==> src/rtl/retire_ctrl.sv <==
// retire_ctrl: in-order commit of up to N ROB head entries per cycle.
//   Scans the head window oldest (lane N-1) to youngest (lane 0) and stops at
//   the first lane that is invalid, incomplete or a store that cannot commit.
//   Handles mispredicts on any lane, halts, a blocking recovery window,
//   registered arch-map/freelist updates and performance counters.
// Ports:
//   clock, reset               clock, synchronous active-low reset
//   headEntries/Valids/Idxs    ROB head window (lane N-1 oldest)
//   headIsStore/headIsHalt     per-lane store / halt flags
//   sqCommitReady              store queue can accept commits this cycle
//   robRetireCount             entries popped this cycle (comb)
//   robMispredict/MispredIdx   flush request and branch index (comb)
//   sqCommitCount              stores committed this cycle (comb)
//   bpRecoverEn                one-cycle predictor recovery pulse (reg)
//   freeMask                   physical regs to free (reg, pulse)
//   archWrite*                 arch map write port per lane (reg, pulse)
//   halted                     sticky halt (reg)
//   instRetiredCnt/mispredCnt  performance counters (reg)

package retire_pkg;
   localparam int PHYS_REGS_DEF = 64;
   localparam int PRW           = $clog2(PHYS_REGS_DEF);
   localparam int ROB_IDX_W     = 5;
   localparam int REG_IDX_W     = 5;
   localparam int XLEN          = 32;

   typedef struct packed {
      logic                 branch;
      logic                 complete;
      logic                 pred_taken;
      logic                 branch_taken;
      logic [XLEN-1:0]      pred_target;
      logic [XLEN-1:0]      branch_target;
      logic [REG_IDX_W-1:0] arch_rd;
      logic [PRW-1:0]       phys_rd;
      logic [PRW-1:0]       prev_phys_rd;
   } rob_entry_t;
endpackage

module retire_ctrl
   import retire_pkg::*;
#(
   parameter int N              = 3,
   parameter int PHYS_REGS      = PHYS_REGS_DEF,
   parameter int STORE_PORTS    = 1,
   parameter int RECOVER_CYCLES = 2,
   parameter int CNT_W          = 64
) (
   input  logic                                clock,
   input  logic                                reset,
   input  rob_entry_t [N-1:0]                  headEntries,
   input  logic [N-1:0]                        headValids,
   input  logic [N-1:0][ROB_IDX_W-1:0]         headIdxs,
   input  logic [N-1:0]                        headIsStore,
   input  logic [N-1:0]                        headIsHalt,
   input  logic                                sqCommitReady,
   output logic [$clog2(N+1)-1:0]              robRetireCount,
   output logic                                robMispredict,
   output logic [ROB_IDX_W-1:0]                robMispredIdx,
   output logic [$clog2(STORE_PORTS+1)-1:0]    sqCommitCount,
   output logic                                bpRecoverEn,
   output logic [PHYS_REGS-1:0]                freeMask,
   output logic [N-1:0]                        archWriteEnables,
   output logic [N-1:0][REG_IDX_W-1:0]         archWriteAddrs,
   output logic [N-1:0][PRW-1:0]               archWritePhysRegs,
   output logic                                halted,
   output logic [CNT_W-1:0]                    instRetiredCnt,
   output logic [CNT_W-1:0]                    mispredCnt
);
   localparam int CW = $clog2(N+1);
   localparam int SW = $clog2(STORE_PORTS+1);
   localparam int RW = $clog2(RECOVER_CYCLES+1);

   typedef enum logic [1:0] {S_RUN, S_RECOVER, S_HALTED} state_t;

   state_t                      r_state;
   logic [RW-1:0]               r_rcnt;
   logic [N-1:0]                w_misp_lane;
   logic [N-1:0]                w_ret;
   logic [N-1:0]                w_we;
   logic [N-1:0][REG_IDX_W-1:0] w_addr;
   logic [N-1:0][PRW-1:0]       w_phys;
   logic [PHYS_REGS-1:0]        w_free;
   logic                        w_halt;
   logic                        w_stop;

   always_comb begin
      for (int w = 0; w < N; w++) begin
         w_misp_lane[w] = headEntries[w].branch && headEntries[w].complete &&
            ((headEntries[w].pred_taken != headEntries[w].branch_taken) ||
             (headEntries[w].branch_taken &&
              (headEntries[w].pred_target != headEntries[w].branch_target)));
      end
   end

   // Oldest-first scan; w_stop latches the first blocking lane so younger
   // lanes never retire past it. Outside RUN the scan is fully suppressed.
   always_comb begin
      w_ret          = '0;
      robRetireCount = '0;
      sqCommitCount  = '0;
      robMispredict  = 1'b0;
      robMispredIdx  = '0;
      w_halt         = 1'b0;
      w_stop         = (r_state != S_RUN);
      for (int w = N-1; w >= 0; w--) begin
         if (!w_stop) begin
            if (!headValids[w] || !headEntries[w].complete ||
                (headIsStore[w] && (!sqCommitReady || sqCommitCount == SW'(STORE_PORTS)))) begin
               w_stop = 1'b1;
            end else begin
               w_ret[w]       = 1'b1;
               robRetireCount = robRetireCount + CW'(1);
               if (headIsStore[w]) sqCommitCount = sqCommitCount + SW'(1);
               // Mispredict wins over halt on the same lane.
               if (w_misp_lane[w]) begin
                  robMispredict = 1'b1;
                  robMispredIdx = headIdxs[w];
                  w_stop        = 1'b1;
               end else if (headIsHalt[w]) begin
                  w_halt = 1'b1;
                  w_stop = 1'b1;
               end
            end
         end
      end
   end

   // Arch map writes and freelist bits for retired lanes with a real dest.
   always_comb begin
      w_we   = '0;
      w_addr = '0;
      w_phys = '0;
      w_free = '0;
      for (int w = 0; w < N; w++) begin
         if (w_ret[w] && (headEntries[w].arch_rd != '0)) begin
            w_we[w]   = 1'b1;
            w_addr[w] = headEntries[w].arch_rd;
            w_phys[w] = headEntries[w].phys_rd;
            if ((headEntries[w].prev_phys_rd != '0) &&
                (int'(headEntries[w].prev_phys_rd) < PHYS_REGS))
               w_free[headEntries[w].prev_phys_rd] = 1'b1;
         end
      end
   end

   always_ff @(posedge clock) begin
      if (!reset) begin
         r_state           <= S_RUN;
         r_rcnt            <= '0;
         bpRecoverEn       <= 1'b0;
         freeMask          <= '0;
         archWriteEnables  <= '0;
         archWriteAddrs    <= '0;
         archWritePhysRegs <= '0;
         halted            <= 1'b0;
         instRetiredCnt    <= '0;
         mispredCnt        <= '0;
      end else begin
         bpRecoverEn       <= 1'b0;
         freeMask          <= w_free;
         archWriteEnables  <= w_we;
         archWriteAddrs    <= w_addr;
         archWritePhysRegs <= w_phys;
         instRetiredCnt    <= instRetiredCnt + CNT_W'(robRetireCount);
         mispredCnt        <= mispredCnt + CNT_W'(robMispredict);
         case (r_state)
            S_RUN: begin
               if (robMispredict) begin
                  r_state     <= S_RECOVER;
                  r_rcnt      <= RW'(RECOVER_CYCLES);
                  bpRecoverEn <= 1'b1;
               end else if (w_halt) begin
                  r_state <= S_HALTED;
                  halted  <= 1'b1;
               end
            end
            // Leaving when the counter is at 1 blocks retire for exactly
            // RECOVER_CYCLES cycles.
            S_RECOVER: begin
               if (r_rcnt <= RW'(1)) begin
                  r_state <= S_RUN;
                  r_rcnt  <= '0;
               end else begin
                  r_rcnt <= r_rcnt - RW'(1);
               end
            end
            default: ;
         endcase
      end
   end
endmodule

==> config.mk <==
export PLATFORM = sky130hd
export DESIGN_NAME = retire_ctrl
export DESIGN_NICKNAME = d
export VERILOG_FILES = /design/src/rtl/retire_ctrl.sv
export SDC_FILE = /design/constraint.sdc
export NUM_CORES = 1
export LEC_CHECK = 0
export ABC_AREA = 1
export CAP_MARGIN = 20
export CELL_PAD_IN_SITES_DETAIL_PLACEMENT = 1
export CELL_PAD_IN_SITES_GLOBAL_PLACEMENT = 1
export CORE_ASPECT_RATIO = 0.75
export CORE_UTILIZATION = 27
export CTS_CLUSTER_SIZE = 24
export DETAILED_ROUTE_END_ITERATION = 10
export PLACE_DENSITY_LB_ADDON = 0.1
export SYNTH_ARGS = -nofsm -noshare
export SYNTH_HDL_FRONTEND = slang
export SYNTH_SLANG_ARGS = --single-unit
==> constraint.sdc <==
create_clock -name clock -period 4 [get_ports clock]
set_input_delay 0.6 -clock clock [delete_from_list [all_inputs] [get_ports clock]]
set_output_delay 0.6 -clock clock [all_outputs]
set_load 0.005 [all_outputs]
## After elaboration in Yosys (flattened, before gate mapping)

Cells that the tools add are included.

| cells by class | value |
|---|---|
| add/sub/neg operators | 7 |
| magnitude comparators | 7 |
| equal/unequal tests | 10 |
| muxes and demuxes | 81 |
| bitwise gates (word level) | 3 |
| reduce and logical (&&, ||, !) cells | 52 |

Operators by type and width:

| kind | number |
|---|---|
| $mux 64 | 6 |
| $or 64x64->64 | 2 |
| $ne 32x32->1 | 3 |
| $add 64x1->64 | 1 |
| $add 64x2->64 | 1 |
| $mux 1 | 52 |
| $mux 5 | 9 |
| $lt 6x7->1 const B | 3 |
| $demux 1 s6 | 3 |
| $ge 6x1->1 const B | 3 |
| $logic_and 1x1->1 | 18 |
| $mux 2 | 9 |
| $reduce_bool 6->1 | 3 |
| $reduce_bool 5->1 | 3 |
| $logic_or 1x1->1 | 11 |
| $reduce_and 2->1 | 5 |
| $pmux 2 s2 | 2 |
| $logic_not 1->1 | 7 |
| $reduce_and 3->1 | 2 |
| $add 2x1->2 const B | 2 |
| $ne 2x2->1 const B | 2 |
| $reduce_bool 2->1 | 2 |
| $ne 1x1->1 | 3 |
| $ne 3x3->1 const B | 1 |
| 6 further kinds | 7 |

| storage, ports and cells | value |
|---|---|
| bits in registers | 234 |
| input bits | 282 |
| word-level logic and storage cells | 174 |

## Logic depth before layout (Yosys ltp)

Gate-level depths: netlist of run 1.

| depth | value |
|---|---|
| depth after elaboration | 23 |
| gate-level depth with buffers | 34 |
| gate-level depth less buffers | 34 |

## Worst setup path after synthesis of run 1

OpenSTA, ideal clock, no wires.

| timing | value |
|---|---|
| path type | input -> register |
| from | input port sqCommitReady |
| to | register instRetiredCnt[62] |
| library setup time | 119 ps |
| arrival | 3775 ps |
| data required time | 3881 ps |
| slack | 106 ps |
| stages on the path | 23 |
| cells stage by stage | inv_1 -> a21oi_1 -> nand2_2 -> o21ai_1 -> a21oi_2 -> ha_1 -> o21ai_0 -> nor2_1 -> xnor2_1 -> fa_1 -> nand2_1 -> inv_1 -> nand2_1 -> nor2_2 -> nand2_2 -> nor2_4 -> nand3_4 -> nor3_4 -> nand4_1 -> nand3b_4 -> nand3b_1 -> o21ai_0 -> a21oi_1 |

| between the ends | value |
|---|---|
| longest elaborated chain between the ends | 16 |
| elaborated cells on any way between the ends | 28 |
| classes of those cells | 4 x add/sub; 15 x mux; 9 x reduce/logical |

Ends and longest elaborated chain:

| element | line | source |
|---|---|---|
| from (decl) | 56 | `input logic sqCommitReady,` |
| $logic_not 1->1 (*) | 109 | `(headIsStore[w] && (!sqCommitReady \|\| sqCommitCount == SW'(STORE_PORTS)))) begin` |
| parallel branches: the longest is 13 deep, another holds $add 2x1->2 | n/a |  |
| $mux 2 (*) | 107 | `if (!w_stop) begin` |
| net robRetireCount[1] | 57 | `output logic [$clog2(N+1)-1:0] robRetireCount,` |
| $add 64x2->64 (*) | 165 | `instRetiredCnt <= instRetiredCnt + CNT_W'(robRetireCount);` |
| to (signal assigned) | 165 |  |
| to (decl) | 67 | `output logic [CNT_W-1:0] instRetiredCnt,` |

Mark *: on every way through the listed nets, which the timed path passes.
A chain may end at the register's enable or synchronous reset.

## Worst setup path in the final report of run 1

| timing | value |
|---|---|
| from | register r_state[1] |
| to | register instRetiredCnt[60] |

| between the ends | value |
|---|---|
| longest elaborated chain between the ends | 13 |
| elaborated cells on any way between the ends | 23 |
| classes of those cells | 4 x add/sub; 12 x mux; 7 x reduce/logical |

Ends and longest elaborated chain:

| element | line | source |
|---|---|---|
| from (decl) | 76 | `state_t r_state;` |
| from (signal assigned) | 149 | `r_state <= S_RUN;` |
| from (signal assigned) | 170 | `r_state <= S_RECOVER;` |
| from (signal assigned) | 174 | `r_state <= S_HALTED;` |
| $reduce_bool 2->1 (*) | 105 | `w_stop = (r_state != S_RUN);` |
| parallel branches: the longest is 10 deep, another holds $add 2x1->2 | n/a |  |
| $mux 2 (*) | 107 |  |
| $add 64x2->64 (*) | 165 |  |

Every way passes the cells marked *.

==> impl_metrics.csv, run 1 <==
group,metric,value,unit
layout,finalNonFillerCells,3293,
worst_setup_path,arrival,4.30,ns
layout,multi_input_area,0.00729,mm2
layout,fin_nets,2930,
worst_setup_path,crit_fanout,5,
detailed_routing,drc,0,
yosys,synth_common_cells,"388 x nand2_1, 301 x inv_1, 254 x nor2_1",
yosys,yosysSeqAreaShare,0.363,
place,place_congestion,0.946,
yosys,synth-simple-area-share,0.389,
grt,grt_pass1_vias,16300,
clock_network,htree_num_levels,1,
floorplan,core,0.0465,mm2
detailed_routing,wire_per_inst,19.2,um
detailed_routing,vias,15700,
layout,n_fill_cell,5775,
flow_run,drv_cap,0,
floorplan,fp.dieW,254,um
layout,drive_above_1_share,0.157,
grt,grt_start_max_net_pins,84,
yosys,synth_top_area_share,0.363,
clock_network,cts_buffers,27,
grt,grt_overflow_total,0,
yosys,yosysMostFrequentCell,"nand2_1",
detailed_routing,via_per_inst,4.78,
grt,grt_pass1_wl,93.7,mm
timing,holdWs,0.481,ns
grt,antenna_found_initial,5,
place,dp.cells,3202,
worst_setup_path,crit_top_cell,"nor2_4",
pwr,power_frac_clock,0.477,
worst_setup_path,cp_slowest_cell,"dfxtp_4",
pwr,sw_frac_of_total,0.243,
pwr,power,5.78,mW
timing,max_freq,259,MHz
clock_network,cts.sinks,234,
worst_setup_path,required,4.45,ns
pwr,p_leak,9.33,nW
timing,min_period_over_period,0.963,
yosys,synthAdderAreaFrac,0.00640,
yosys,synth_top_family_by_area,"simple AND/OR/NAND/NOR gates",
worst_setup_path,cp-end-kind,"flip-flop",
floorplan,num_rows,68,
timing,fin_setup_tns,0,ns
timing,drv_slew,0,
yosys,synth-xor-area-share,0.0502,
worst_setup_path,crit_type,"reg -> reg",
yosys,syn_inst,1946,
detailed_routing,wl,63.1,mm
timing,grt_setup_unrepaired,"true",
grt,track_usage,0.250,
floorplan,io_pins,521,
floorplan,die_h,191,um
timing,final_hold_viol_count,0,
timing,fin_skew,0.0171,ns
floorplan,dieArea,0.0487,mm2
clock_network,insertion_delay,0.57,ns
detailed_routing,detail_route.iter0.violations,751,
yosys,syn_area_per_cell,6.63,um2
yosys,synth-main-ff-cell,"dfxtp_1",
hold_path,hp-class,"reg -> reg",
clock_network,hold_buffers,0,
detailed_routing,first_pass_iters,4,
clock_network,clockBufferDepth,3,
run_status,status,"finished, final reports clean",
timing,finalSetupViolCount,0,
yosys,netlist_area,0.0129,mm2
clock_network,root_buffer,"clkbuf_16",
yosys,synth_nets,2234,
yosys,synthMuxAreaShare,0,
place,hpwl,51.0,mm
yosys,synthArstFlopShare,0,
pwr,combPwrFrac,0.117,
worst_setup_path,cpPeakStageDelay,0.37,ns
timing,maxSlewHeadroom,0.247,
pwr,switching_power,1.41,mW
yosys,synth_compound_area_frac,0.0875,
timing,fin_crit,3.85,ns
timing,worst_pin_slew,1.12,ns
yosys,synth_edf_count,0,
clock_network,cts.clk_slew.worst_paths,0.07,ns
yosys,synth_area_leader_cell,"dfxtp_1",
yosys,yosysWarnings,0,
floorplan,start_util,0.277,
pwr,power_density,268,mW/mm2
detailed_routing,final_antenna_net_count,0,
yosys,synth-seq-cells,234,
worst_setup_path,cp-start-kind,"flip-flop",
yosys,ys_types,50,
clock_network,cts_tree,"yes",
pwr,power_frac_seq,0.406,
place,port-buffer-count,520,
pwr,ir_drop,311,uV
pwr,p_int,4.37,mW
layout,seq_area,0.00469,mm2
layout,area_growth,67.3,%
yosys,synthTopCellsByArea,"dfxtp_1 36%, nand2_1 11%, inv_1 8.8%",
## metal layers
| metal | up-vias | track usage | share of wire |
|---|---|---|---|
| li1 | 7665 | - | - |
| met3 | 84 | 0.0504 | 0.066 |
| met2 | 452 | 0.429 | 0.48 |
| met5 | - | 0 | 0.00054 |
| met1 | 7524 | 0.321 | 0.43 |
| met4 | 6 | 0.0568 | 0.022 |
## final cells by class
class / count / area share
Antenna cell: 1 / 0.000116
Clock buffer: 38 / 0.0360
Clock inverter: 11 / 0.00945
Inverter: 311 / 0.0541
Multi-Input combinational cell: 1366 / 0.338
Sequential cell: 234 / 0.217
Tap cell: 630 / 0.0365
Timing Repair Buffer: 702 / 0.309
## sequential cells by signal, summed over array words and instances, names as in the netlist
signal / count
archWritePhysRegs: 18
bpRecoverEn: 1
freeMask: 64
archWriteAddrs: 15
mispredCnt: 64
halted: 1
archWriteEnables: 3
r_rcnt: 2
r_state: 2
instRetiredCnt: 64
## power by group through the flow
| stage | logic (mW) | registers (mW) | clock network, mW |
|---|---|---|---|
| floorplan | 0.220 | 2.40 | 0 |
| global placement | 0.659 | 2.40 | 0 |
| detailed placement | 0.673 | 2.40 | 0 |
| CTS | 0.674 | 2.34 | 2.82 |
| global route | 0.737 | 2.34 | 2.92 |
| finish | 0.679 | 2.34 | 2.76 |
## kinds of logic (layout without fill, tap and decap cells)
group,count (synthesis),count (layout)
AND/OR/NAND/NOR,1079,1079
buffers and inverters,346,1062
flip-flops,234,234
AO/OA/AOI/OAI,206,206
XOR/XNOR,74,74
adder cells (fa/ha/maj),6,6
other,1,2
## critical path, delay by kind of cell, from the launching register on
family                   cells  cell delay [ns]
AND/OR/NAND/NOR             18             1.79
adder cells (fa/ha/maj)      2             0.37
AO/OA/AOI/OAI                2             0.32
buffers and inverters        5             0.63
flip-flops                   1             0.37
XOR/XNOR                     2             0.26
## path summary, 6_finish.rpt
path / start / end / slack [ns] / cells after the start
worst min-delay path: halted / halted / 0.48 / 2
worst max-delay path: r_state[1] / instRetiredCnt[60] / 0.15 / 29
worst min register to register: halted / halted / 0.48 / 2
worst max register to register: r_state[1] / instRetiredCnt[60] / 0.15 / 29
## cells in the final DEF (no fill, tap or decap), types with 11 or more instances in the layout
cell	netlist	layout
a21oi_1	52	51
buf_4	0	173
clkbuf_16	0	27
clkbuf_2	0	34
clkdlybuf4s50_1	0	383
dfxtp_1	234	232
dlymetal6s2s_1	0	92
inv_1	301	279
inv_2	9	30
nand2_1	388	374
nand2_2	5	15
nand3_1	155	151
nand3_2	10	11
nand4_1	35	35
nor2_1	254	240
nor2_2	12	16
nor2_4	5	15
nor3_1	136	131
nor3b_1	14	12
nor4_1	25	24
o21ai_0	101	85
o21ai_1	13	23
xnor2_1	27	22
xor2_1	47	42
## timing repair
item,in CTS,in global routing
gates resized for setup,66,259
setup buffers,25,14
endpoints found under the setup margin,48,82
pin swaps,23,118
hold endpoints to repair,0,0
cloned,0,0
## through the flow
step | util | setup WS [ns] | area, um2
after floorplan | - | 0.106 | 12900
after global placement | 0.426 | -0.768 | 19800
after detailed placement | 0.426 | -0.843 | 19800
after CTS | 0.453 | 0.000418 | 21100
after global routing | 0.464 | -0.164 | 21600
final | 0.464 | 0.146 | 21600
(Power assumes the default switching activity.)
==> inputs of run 2 (changes only) <==
- ABC_AREA: 1 -> not set
- SETUP_SLACK_MARGIN: not set -> 0.5
- SKIP_CTS_REPAIR_TIMING: not set -> 1
==> run 2 against run 1 <==
Via count is 24% lower. Critical path depth fell by 12. Clock power hardly changed. Non-clock buffer count shrank 77. Cell count shrank 26%. Routed wire length down 16%. Flip-flop and latch count unchanged. Clock-buffer cell count decreased by 4. First-iteration DRC count decreased by 12%. Maximum frequency up 0.38%. Register-to-register slack gained 0.03 ns. Clock skew rose by 0.00069 ns. Critical endpoint is now instRetiredCnt[46]. Largest cell class unchanged.
==> impl_metrics.csv, run 2 <==
group,metric,value,unit
worst_setup_path,cp_slowest_cell,"clkdlybuf4s50_1",
yosys,synth_edf_count,0,
yosys,synth-seq-cells,234,
yosys,synthArstFlopShare,0,
yosys,yosysSeqAreaShare,0.420,
worst_setup_path,r2r-end,"instRetiredCnt[46]",
worst_setup_path,arrival,4.27,ns
pwr,p_leak,8.60,nW
detailed_routing,via_per_inst,4.91,
yosys,synth_common_cells,"234 x dfxtp_1, 156 x nor2_1, 136 x xnor2_1",
detailed_routing,vias,12000,
layout,drive_above_1_share,0.152,
grt,grt_start_max_net_pins,67,
detailed_routing,final_antenna_net_count,0,
floorplan,num_rows,64,
worst_setup_path,crit_fanout,4,
place,hpwl,40.9,mm
place,dp.cells,2370,
layout,area_growth,77.9,%
hold_path,hp-class,"reg -> reg",
worst_setup_path,cpPeakStageDelay,0.48,ns
hold_path,min-delay-start,"halted",
clock_network,insertion_delay,0.55,ns
yosys,synthTopCellsByArea,"dfxtp_1 42%, xnor2_1 11%, nor2_1 5.3%",
pwr,power_density,289,mW/mm2
pwr,ir_drop,240,uV
clock_network,root_buffer,"clkbuf_16",
layout,finalNonFillerCells,2443,
layout,final_common_cell,"clkdlybuf4s50_1",
detailed_routing,wire_per_inst,21.8,um
worst_setup_path,startpoint,"headEntries[149]",
layout,n_fill_cell,4540,
worst_setup_path,cp_num_cells,17,
detailed_routing,first_pass_iters,5,
clock_network,htree_num_levels,1,
grt,track_usage,0.235,
floorplan,dieArea,0.0421,mm2
yosys,synth_nets,1577,
floorplan,die_h,178,um
timing,max_freq,260,MHz
worst_setup_path,cp-end-kind,"flip-flop",
worst_setup_path,ff2ff_setup_slack,0.18,ns
timing,finalSetupViolCount,0,
timing,worst_pin_slew,0.819,ns
detailed_routing,wl,53.3,mm
timing,fin_setup_tns,0,ns
worst_setup_path,endpoint,"instRetiredCnt[46]",
detailed_routing,drc,0,
place,place_congestion,0.865,
clock_network,cts.clk_slew.worst_paths,0.07,ns
yosys,synth_area_leader_cell,"dfxtp_1",
floorplan,core,0.0408,mm2
floorplan,fp.dieW,237,um
timing,fin_skew,0.0178,ns
yosys,synth-main-ff-cell,"dfxtp_1",
grt,grt_pass1_wl,75.5,mm
timing,min_period_over_period,0.960,
yosys,yosysMostFrequentCell,"dfxtp_1",
grt,grt_pass1_vias,12200,
worst_setup_path,required,4.43,ns
worst_setup_path,path_buf_inv,1,
timing,drv_slew,0,
yosys,yosysWarnings,0,
grt,antenna_found_initial,8,
worst_setup_path,rr_worst_depth,15,
yosys,synth_top_area_share,0.420,
worst_setup_path,crit_family,"simple AND/OR/NAND/NOR gates",
timing,final_hold_viol_count,0,
clock_network,cts_buffers,27,
timing,grt_setup_unrepaired,"true",
clock_network,cts.sinks,234,
clock_network,cts_tree,"yes",
floorplan,io_pins,521,
worst_setup_path,r2r-start,"r_state[0]",
yosys,syn_area_per_cell,8.64,um2
worst_setup_path,crit_type,"in -> reg",
clock_network,clockBufferDepth,3,
grt,grt_overflow_total,0,
place,port-buffer-count,520,
worst_setup_path,cp_cell_sequence,"clkdlybuf4s50_1 > xnor2_1 > nand4_1 > nor3_4 > nand3_4 > a21oi_4 > and2_4 > xor2_4 > ha_4 > fa_2 > nand2_4 > or4_4 > nor4_4 > and2_4 > nand4_1 > xnor2_1 > and2_1",
yosys,netlist_area,0.0111,mm2
yosys,ys_types,67,
worst_setup_path,cp-start-kind,"input pin",
timing,fin_ws,0.161,ns
timing,fin_crit,3.84,ns
layout,reg.largest.list,"freeMask (64), instRetiredCnt (64), mispredCnt (64)",
run_status,status,"finished, final reports clean",
layout,final_cell_mix,"353 x clkdlybuf4s50_1, 232 x dfxtp_1, 164 x dlymetal6s2s_1",
detailed_routing,detail_route.iter0.violations,660,
yosys,syn_inst,1289,
layout,fin_nets,2183,
flow_run,drv_cap,0,
timing,maxSlewHeadroom,0.450,
floorplan,start_util,0.273,
place,pre_cts_ws,-0.891,ns
layout,utilization,0.486,
run 2: cell count changes after synthesis, moves of 16 or more:
cell	delta
xnor2_1	+109
nand2_1	-256
o221ai_1	+55
inv_1	-266
nor2_1	-98
and4_1	+21
o21ai_0	-76
and2_1	+27
or3_1	+18
nor3_1	-109
nor4_1	-16
nand3_1	-82
a21oi_1	-27
and3_1	+44
run 2: through the flow:
step	total power, mW	hold WS, ns	cell area [um2]
finish	5.72	0.454	19800
global route	5.94	0.466	19800
detailed placement	3.00	0.443	17500
global placement	2.99	0.435	17500
floorplan	2.59	0.439	11200
CTS	5.78	0.454	18500
run 2: worst min path at each step:
stage | to | cells past startpoint | slack, ns
after floorplan | halted | 2 | 0.44
after global placement | halted | 2 | 0.44
after detailed placement | halted | 2 | 0.44
after CTS | halted | 2 | 0.45
after global routing | halted | 2 | 0.47
final | halted | 2 | 0.45
run 2: cell families (layout without fill, tap and decap cells):
| family | after synthesis | count (layout) | synth area share |
|---|---|---|---|
| xor gates and xnor gates | 195 | 195 | 0.153 |
| AOI/OAI and AO/OA | 146 | 146 | 0.0948 |
| and+or+nand+nor | 623 | 623 | 0.293 |
| buffers and inverters | 83 | 706 | 0.0302 |
| adders and majority gates | 6 | 6 | 0.00741 |
| DFF | 234 | 234 | 0.420 |
| muxes | 1 | 1 | 0.000898 |
| other | 1 | 4 | 0.000337 |
run 2: cell type report:
| type | instances | area (um2) | share of cell area |
|---|---|---|---|
| tap | 528 | 661 | 0.0333 |
| antenna | 3 | 7.51 | 0.000379 |
| multi-input combinational | 972 | 6870 | 0.347 |
| inverter | 35 | 134 | 0.00675 |
| clock inverter | 12 | 225 | 0.0114 |
| clock buffer | 34 | 742 | 0.0374 |
| timing repair buffer | 625 | 6490 | 0.328 |
| sequential | 234 | 4690 | 0.236 |
run 2: per-layer routing:
metal  vias to the layer above  track usage  wire [um]
li1                       5751            -          -
met1                      5828        0.316      24200
met2                       336        0.366      24000
met3                        83       0.0639       3530
met4                         6       0.0655       1460
met5                         -       0.0163         37
run 2: worst register-to-register path: cells and delay by family (launching register included):
family	cells	cell delay, ns
AOI/OAI and AO/OA	3	0.77
and+or+nand+nor	8	1.86
adders and majority gates	2	0.41
DFF	1	0.32
xor gates and xnor gates	2	0.34
run 2: where the power goes:
group / leakage, nW / switching (mW) / internal (mW)
logic: 6.25 / 0.273 / 0.360
clock network: 0.463 / 1.05 / 1.69
registers: 1.89 / 0.00400 / 2.34
total: 8.60 / 1.33 / 4.39
